## src/rtl/uart_tx_scheduler.sv

```systemverilog
// ---------------------------------------------------------------------------
// uart_tx_scheduler
//
// Shares one 8N1 UART byte transmitter between NREQ requesters using
// round-robin arbitration. For each granted byte the scheduler pulses
// tx_start, waits for tx_busy to rise, waits for it to fall, then idles for
// GAP_CYCLES cycles before arbitrating again.
//
// Handshake (requester side): a requester raises req[i] with its byte on
// req_data[8*i+7:8*i] and holds both stable until it sees ack[i]. ack[i] is a
// one-cycle pulse in the cycle the byte is taken. A req dropped before its
// ack is simply never served.
//
// Optional feature: define UART_SRC_TAG_EN to precede every data byte with a
// tag frame {5'b10100, grant_id}. A timeout on the tag drops the whole grant.
//
// Ports:
//   CLOCK_50   in   system clock, all logic on posedge
//   reset      in   synchronous active-high reset
//   req        in   NREQ pending-byte flags
//   req_data   in   8*NREQ bytes, requester i on [8*i+7:8*i]
//   ack        out  one-cycle pulse: byte of requester i latched
//   tx_start   out  one-cycle load pulse to the transmitter
//   tx_data    out  byte being transmitted, stable for the whole frame
//   tx_busy    in   transmitter is shifting a frame
//   grant_id   out  index of the current/last granted requester
//   active     out  1 in every state except IDLE
//   timeout    out  sticky: tx_busy failed to rise in time
//   state_dbg  out  current FSM state encoding
// ---------------------------------------------------------------------------
module uart_tx_scheduler #(
    parameter int NREQ         = 4,
    parameter int GAP_CYCLES   = 5208,
    parameter int BUSY_TIMEOUT = 16
) (
    input  logic                CLOCK_50,
    input  logic                reset,
    input  logic [NREQ-1:0]     req,
    input  logic [8*NREQ-1:0]   req_data,
    output logic [NREQ-1:0]     ack,
    output logic                tx_start,
    output logic [7:0]          tx_data,
    input  logic                tx_busy,
    output logic [2:0]          grant_id,
    output logic                active,
    output logic                timeout,
    output logic [3:0]          state_dbg
);

    typedef enum logic [3:0] {
        IDLE          = 4'd0,
        LOAD          = 4'd1,
        WAIT_BUSY     = 4'd2,
        WAIT_DONE     = 4'd3,
        GAP           = 4'd4,
        TAG_LOAD      = 4'd5,
        TAG_WAIT_BUSY = 4'd6,
        TAG_WAIT_DONE = 4'd7,
        TAG_GAP       = 4'd8
    } state_e;

    state_e      state_q, state_d;
    logic [7:0]  tx_data_q, tx_data_d;
    logic [7:0]  data_byte_q, data_byte_d;   // data byte parked while the tag is sent
    logic [2:0]  grant_id_q, grant_id_d;
    logic [2:0]  rr_ptr_q, rr_ptr_d;
    logic [31:0] tmo_cnt_q, tmo_cnt_d;
    logic [31:0] gap_cnt_q, gap_cnt_d;
    logic        timeout_q, timeout_d;

    // Round-robin search starting at rr_ptr
    logic        found;
    int          win_j;
    logic [7:0]  win_data;

    always_comb begin
        found    = 1'b0;
        win_j    = 0;
        win_data = 8'h00;
        for (int k = 0; k < NREQ; k++) begin
            int j;
            j = int'(rr_ptr_q) + k;
            if (j >= NREQ) j = j - NREQ;
            if (!found && req[j]) begin
                found    = 1'b1;
                win_j    = j;
                win_data = req_data[8*j +: 8];
            end
        end
    end

    always_comb begin
        state_d     = state_q;
        tx_data_d   = tx_data_q;
        data_byte_d = data_byte_q;
        grant_id_d  = grant_id_q;
        rr_ptr_d    = rr_ptr_q;
        tmo_cnt_d   = tmo_cnt_q;
        gap_cnt_d   = gap_cnt_q;
        timeout_d   = timeout_q;
        ack         = '0;
        tx_start    = 1'b0;

        case (state_q)
            IDLE: begin
                if (found) begin
                    ack[win_j]  = 1'b1;
                    grant_id_d  = 3'(win_j);
                    rr_ptr_d    = (win_j == NREQ - 1) ? 3'd0 : 3'(win_j + 1);
                    data_byte_d = win_data;
`ifdef UART_SRC_TAG_EN
                    tx_data_d   = {5'b10100, 3'(win_j)};
                    state_d     = TAG_LOAD;
`else
                    tx_data_d   = win_data;
                    state_d     = LOAD;
`endif
                end
            end

            LOAD, TAG_LOAD: begin
                tx_start  = 1'b1;
                tmo_cnt_d = 32'd0;
                state_d   = (state_q == LOAD) ? WAIT_BUSY : TAG_WAIT_BUSY;
            end

            WAIT_BUSY, TAG_WAIT_BUSY: begin
                if (tx_busy) begin
                    state_d = (state_q == WAIT_BUSY) ? WAIT_DONE : TAG_WAIT_DONE;
                end else if (tmo_cnt_q == 32'(BUSY_TIMEOUT - 1)) begin
                    // Transmitter never picked the byte up: drop the grant.
                    timeout_d = 1'b1;
                    state_d   = IDLE;
                end else begin
                    tmo_cnt_d = tmo_cnt_q + 32'd1;
                end
            end

            WAIT_DONE, TAG_WAIT_DONE: begin
                if (!tx_busy) begin
                    gap_cnt_d = 32'd0;
                    state_d   = (state_q == WAIT_DONE) ? GAP : TAG_GAP;
                end
            end

            GAP, TAG_GAP: begin
                if (gap_cnt_q == 32'(GAP_CYCLES - 1)) begin
                    if (state_q == TAG_GAP) begin
                        tx_data_d = data_byte_q;
                        state_d   = LOAD;
                    end else begin
                        state_d   = IDLE;
                    end
                end else begin
                    gap_cnt_d = gap_cnt_q + 32'd1;
                end
            end

            default: state_d = IDLE;
        endcase

        // Pulses must never leak out while reset is being applied.
        if (reset) begin
            ack      = '0;
            tx_start = 1'b0;
        end
    end

    always_ff @(posedge CLOCK_50) begin
        if (reset) begin
            state_q     <= IDLE;
            tx_data_q   <= 8'h00;
            data_byte_q <= 8'h00;
            grant_id_q  <= 3'd0;
            rr_ptr_q    <= 3'd0;
            tmo_cnt_q   <= 32'd0;
            gap_cnt_q   <= 32'd0;
            timeout_q   <= 1'b0;
        end else begin
            state_q     <= state_d;
            tx_data_q   <= tx_data_d;
            data_byte_q <= data_byte_d;
            grant_id_q  <= grant_id_d;
            rr_ptr_q    <= rr_ptr_d;
            tmo_cnt_q   <= tmo_cnt_d;
            gap_cnt_q   <= gap_cnt_d;
            timeout_q   <= timeout_d;
        end
    end

    assign tx_data   = tx_data_q;
    assign grant_id  = grant_id_q;
    assign active    = (state_q != IDLE);
    assign timeout   = timeout_q;
    assign state_dbg = state_q;

endmodule

```

## config.mk

```make
export PLATFORM = sky130hd
export DESIGN_NAME = uart_tx_scheduler
export DESIGN_NICKNAME = d
export VERILOG_FILES = /design/src/rtl/uart_tx_scheduler.sv
export SDC_FILE = /design/constraint.sdc
export NUM_CORES = 1
export LEC_CHECK = 0
export ABC_AREA = 1
export CORE_UTILIZATION = 37
export CTS_CLUSTER_DIAMETER = 30
export DETAILED_ROUTE_END_ITERATION = 7
export PLACE_DENSITY = 0.59
export SLEW_MARGIN = 10
export SYNTH_ARGS = -nofsm -noshare
export SYNTH_HDL_FRONTEND = slang
export SYNTH_SLANG_ARGS = --single-unit
```

## constraint.sdc

```tcl
create_clock -name CLOCK_50 -period 5.36 [get_ports CLOCK_50]
set_clock_uncertainty 0.2 [all_clocks]
set_input_delay 1.072 -clock CLOCK_50 [delete_from_list [all_inputs] [get_ports CLOCK_50]]
set_output_delay 1.072 -clock CLOCK_50 [all_outputs]
set_load 0.005 [all_outputs]
```

Yosys cells after proc, flatten, opt, wreduce, memory -nomap -nowiden
Cells that the tools add are included.
{ "totals": {"regBits": 91, "in_bits": 39, "out_inout_bits": 22, "elab_cells": 130} }
{ "classes": {"add_sub_neg": 10, "order_cmp": 10, "n_eq_ne": 19, "shifts": 4, "muxes": 56, "bitwise_logic": 1, "reduce_logical": 22} }
{ "op_table": {"columns": ["op", "n"], "rows": [
  ["32-bit two-way mux", 12],
  ["32-bit by 4-bit less-than comparator with 1-bit output, second input constant", 5],
  ["32-bit one-hot mux with 2 select lines", 2],
  ["32-bit by 32-bit variable part select with 8-bit output", 4],
  ["32-bit by 1-bit adder with 32-bit output, second input constant", 2],
  ["8-bit two-way mux", 7],
  ["4-bit two-way mux", 9],
  ["32-bit by 13-bit == test with 1-bit output, second input constant", 1],
  ["32-bit by 3-bit == test with 1-bit output, second input constant", 1],
  ["32-bit by 4-bit == test with 1-bit output, second input constant", 1],
  ["32-bit by 1-bit >= comparator with 1-bit output, second input constant", 1],
  ["4-bit one-hot mux with 5 select lines", 1],
  ["4-bit by 3-bit == test with 1-bit output, second input constant", 4],
  ["1-bit two-way mux", 16],
  ["8-bit one-hot mux with 2 select lines", 1],
  ["4-bit by 3-bit subtractor with 5-bit output, second input constant", 3],
  ["2-bit != test, second input constant", 7],
  ["4-bit by 3-bit >= comparator with 1-bit output, second input constant", 3],
  ["3-bit two-way mux", 3],
  ["3-bit AND reduction", 3],
  ["3-bit by 2-bit adder with 4-bit output, second input constant", 2],
  ["1-bit binary-select mux with 2-bit select", 4],
  ["4-bit by 2-bit == test with 1-bit output, second input constant", 2],
  ["4-bit AND reduction", 2],
  ["16 further kinds", 26]
]} }

Depth between registers and ports, before layout
{ "logic_depth": {"ltp_word": 22, "ltp_mapped": 19, "depth_no_buf": 17} }

Least setup slack after synthesis
Ideal clock, no wire load.
{ "synth_path": {"kind": "register to output", "start": "register rr_ptr_q[1]", "end": "output ack[3]", "t_arrival_ns": 2.459, "required_time_ns": 4.088, "slack_ns": 1.629, "path_stages_with_launch": 16, "n_path_buf": 3, "path_cell_list": "dfxtp_1 -> inv_2 -> buf_4 -> clkbuf_1 -> ha_1 -> buf_2 -> nand2_1 -> nand2_2 -> nor2_8 -> nand2_4 -> nor2_2 -> a21oi_1 -> inv_1 -> ha_1 -> nand4_1 -> nor2_1"} }
{ "synth_lines": {"columns": ["element", "line", "text"], "rows": [
  ["from (decl)", "66", "logic [2:0] rr_ptr_q, rr_ptr_d;"],
  ["from (signal assigned)", "184", "rr_ptr_q <= rr_ptr_d;"],
  ["to (decl)", "40", "output logic [NREQ-1:0] ack,"]
]} }

==> impl_results.md <==
- CTS resizes: 0
- Core area: 0.0182 mm2
- Fmax: 0.200 GHz
- Die width: 139 um
- Leak pwr: 3.06 nW
- ANT cells: 0
- Share of post-route cells with drive strength above 1: 7.00%
- Largest net degree at the start of global routing: 67
- Post-synth EDFFs: 0
- Post-synth ARST share: 0%
- DRC: 1
- Max VDD drop: 0.250 mV
- Maxcap violations: 0
- Reg-to-reg setup timing slack: 1.88 ns
- Post-DP HPWL: 14200 um
- DRT iter0 DRCs: 539
- Setup_tns: 0 ns
- DRT Pass-1 Iters: 7
- Mean Syn Cell Area: 5.91 um2
- Sequential area share after synthesis: 26.2%
- Critical path's slowest cell: clkdlybuf4s50_1
- CTS Buf Count: 9
- RSZ-0062 raised after global routing: no
- Clock-pin slew on the worst setup and hold paths: 0.07 ns
- Clock sink total: 91
- Crit start category: register
- Hold path cells: 2
- Fin Hold WS: 0.280 ns
- Crit Path Class: register to primary output
- Total grt overflow: 0
- Finish-stage setup viols: 0
- RD Place Congestion: 0.947
- Initial Util: 38.2%
- CP top delay family: buffers and inverters
- Fill count: 1961
- Failing checks: DRC
- Yosys cell types: 42
- Dominant synthesized flop cell: dfxtp_1
- Crit path top cell by count: nand2_1
- Die area: 0.0194 mm2
- FF-to-FF End: tmo_cnt_q[3]$_SDFFE_PP0P_
- Min-Delay Path Class: register to register
- Post-CTS Setup Repair Bufs: 0
- Crit. Startpoint: rr_ptr_q[1]$_SDFFE_PP0P_
- Arrival @ worst endpoint: 3.72 ns
- Run status: finished with violations
- Crit path buf inv count: 5
- Placed cell area: 0.00763 mm2
- Worst setup EP type: primary output
- TritonCTS clock tree: yes
- Vias per cell: 5.07
- Root Driver: clkbuf_16
- Max-slew violations: 0
- Critical Path Sink: ack[3]
- Slew headroom: 46.2%
- Io pins: 61
- Crit Path Max Fanout: 21
- Yosys warnings: 0
- Levels on crit path: 16
- Clock Tree Buf Depth: 2
- First-pass GRT wire length: 32900 um
- Vias in the first global route: 6686
- Yosys reg bits: 91
- Area growth from synthesis to layout: 14.1%
- Worst-margin pin slew: 0.804 ns
- Finished Core Util: 43.6%
- Gr usage total: 20.7%
- Via count: 7322
- Hold bufs inserted after CTS: 0
- Endpoints failing hold: 0
- WL final: 19500 um
- R2R cell count: 9
- H-tree levels: 3
- Site row count: 49
- Final nets: 1256
- Die Ht: 139 um
- Crit-path max cell delay: 0.52 ns
- WL/cell: 13.5 um
- CP cell instances: inv_2, ha_1, buf_4, clkinvlp_4, nand2_1, nand2_2, nor2_8, nand2_4, nand2_1, xor2_1, nand2_1, inv_1, ha_1, nand4_1, nor2_1, clkdlybuf4s50_1
- Syn_nets: 1225
- WP data required: 4.09 ns
- Placed Instances: 1427
- Final Instance Area: 0.00794 mm2
- Minimum clock period after layout: 4.99 ns
- Clk_lat worst skew: 0.35 ns
- Final antenna-violating net count: 0
- Post-Layout Cell Count: 1443
- Post-synthesis cell area: 0.00696 mm2
- Cell count after synthesis: 1178
- Initial antenna violation count: 0
- Tcrit/Tclk final: 93.2%
- IO Port Bufs: 60
- Worst R2R Start: state_dbg[1]$_SDFFE_PP0P_
- PwrDens: 413 mW/mm2
sequential cells by signal, indices dropped and copies added, names as in the netlist:
name,count
grant_id,3
state_dbg,4
tx_data,8
rr_ptr_q,3
gap_cnt_q,32
tmo_cnt_q,32
data_byte_q,8
timeout,1
cell type report:
class	instances	area [um2]	area share [%]
multi-input combinational	908	4370	55.0
clock inverter	6	71.3	0.898
sequential	91	1820	23.0
tap	229	287	3.61
clock buffer	10	239	3.01
timing repair buffer	66	641	8.07
inverter	133	513	6.46
report_power, final:
group | leakage [nW] | total (mW) | internal [mW] | switching, mW
Sequential | 0.739 | 0.847 | 0.770 | 0.0771
Combinational | 2.17 | 1.77 | 0.580 | 1.18
Clock | 0.151 | 0.668 | 0.379 | 0.289
Total | 3.06 | 3.28 | 1.73 | 1.55
worst min path at each step:
| stage | startpoint | slack [ns] | to |
|---|---|---|---|
| 2_1_floorplan | tmo_cnt_q[10]$_SDFFE_PP0P_ | 0.25 | tmo_cnt_q[10]$_SDFFE_PP0P_ |
| 3_3_place_gp | timeout$_SDFFE_PP0P_ | 0.26 | timeout$_SDFFE_PP0P_ |
| 3_5_place_dp | timeout$_SDFFE_PP0P_ | 0.26 | timeout$_SDFFE_PP0P_ |
| 4_1_cts | timeout$_SDFFE_PP0P_ | 0.28 | timeout$_SDFFE_PP0P_ |
| 5_1_grt | timeout$_SDFFE_PP0P_ | 0.29 | timeout$_SDFFE_PP0P_ |
| 6_report | timeout$_SDFFE_PP0P_ | 0.28 | timeout$_SDFFE_PP0P_ |
worst reg2reg max path, cell delays in order (launching register included):
cell and delay (ns):
dfxtp_1 0.39, inv_1 0.11, nor3_4 0.63, inv_2 0.29, nor2_2 0.19, o21ai_2 0.11
nand2_2 0.51, clkinv_2 0.54, o21ai_0 0.27, and3_1 0.18
cells in the mapped netlist (3+ instances only):
master / number / area (um2)
nand2_1: 338 / 1270
nor2_1: 150 / 563
inv_1: 123 / 462
a21oi_1: 92 / 460
dfxtp_1: 91 / 1820
nand3_1: 69 / 345
o21ai_0: 68 / 340
nor3_1: 37 / 185
nand4_1: 35 / 219
clkbuf_1: 20 / 75.1
xor2_1: 19 / 166
buf_2: 15 / 75.1
nand2_2: 11 / 68.8
nand3b_1: 11 / 82.6
or2_2: 11 / 68.8
o21ai_1: 10 / 50.1
buf_6: 9 / 101
ha_1: 8 / 100
inv_2: 6 / 22.5
nand2_4: 6 / 67.6
o211ai_1: 6 / 45.0
nand3_2: 5 / 50.1
nor2_2: 4 / 25.0
nor3b_1: 4 / 30.0
nor4_1: 4 / 25.0
a31oi_1: 3 / 18.8
nor3_2: 3 / 30.0
logic make-up after synthesis:
group,after synthesis,synth area share (%)
flops,91,26.2
compound gates,185,14.0
simple gates,695,44.8
fa+ha+maj,8,1.44
xor+xnor,20,2.52
buf+inv,179,11.1
stage by stage:
step                worst slack (ns)  power, mW
finish                         0.365       3.28
global route                  0.0431       3.60
CTS                            0.301       3.31
detailed placement             0.402       2.63
global placement               0.465       2.62
floorplan                       1.63       2.21
per-layer routing:
metal	part of all wire, %	global-route usage, %	up-vias
met1	49	28.0	3253
li1	-	-	3867
met2	45	34.1	174
met3	4.7	3.28	28
met4	1.8	5.79	0
met5	0	0	-
cells in the final DEF (no fill, tap or decap), drive strengths merged, types with 2 or more instances in the layout:
cell and n:
xor2 19, inv 132, nor3 41, o211ai 6
a31oi 3, o21ai 80, nor3b 4, clkinvlp 2
nor2 157, ha 8, nand3b 11, a21oi 92
clkdlybuf4s50 59, clkinv 4, buf 7, clkbuf 10
nor4 4, nand4 35, or2 12, dfxtp 91
nand2 355, nand3 75, o221a 2
Note: power is estimated with default switching activity, not from simulation.
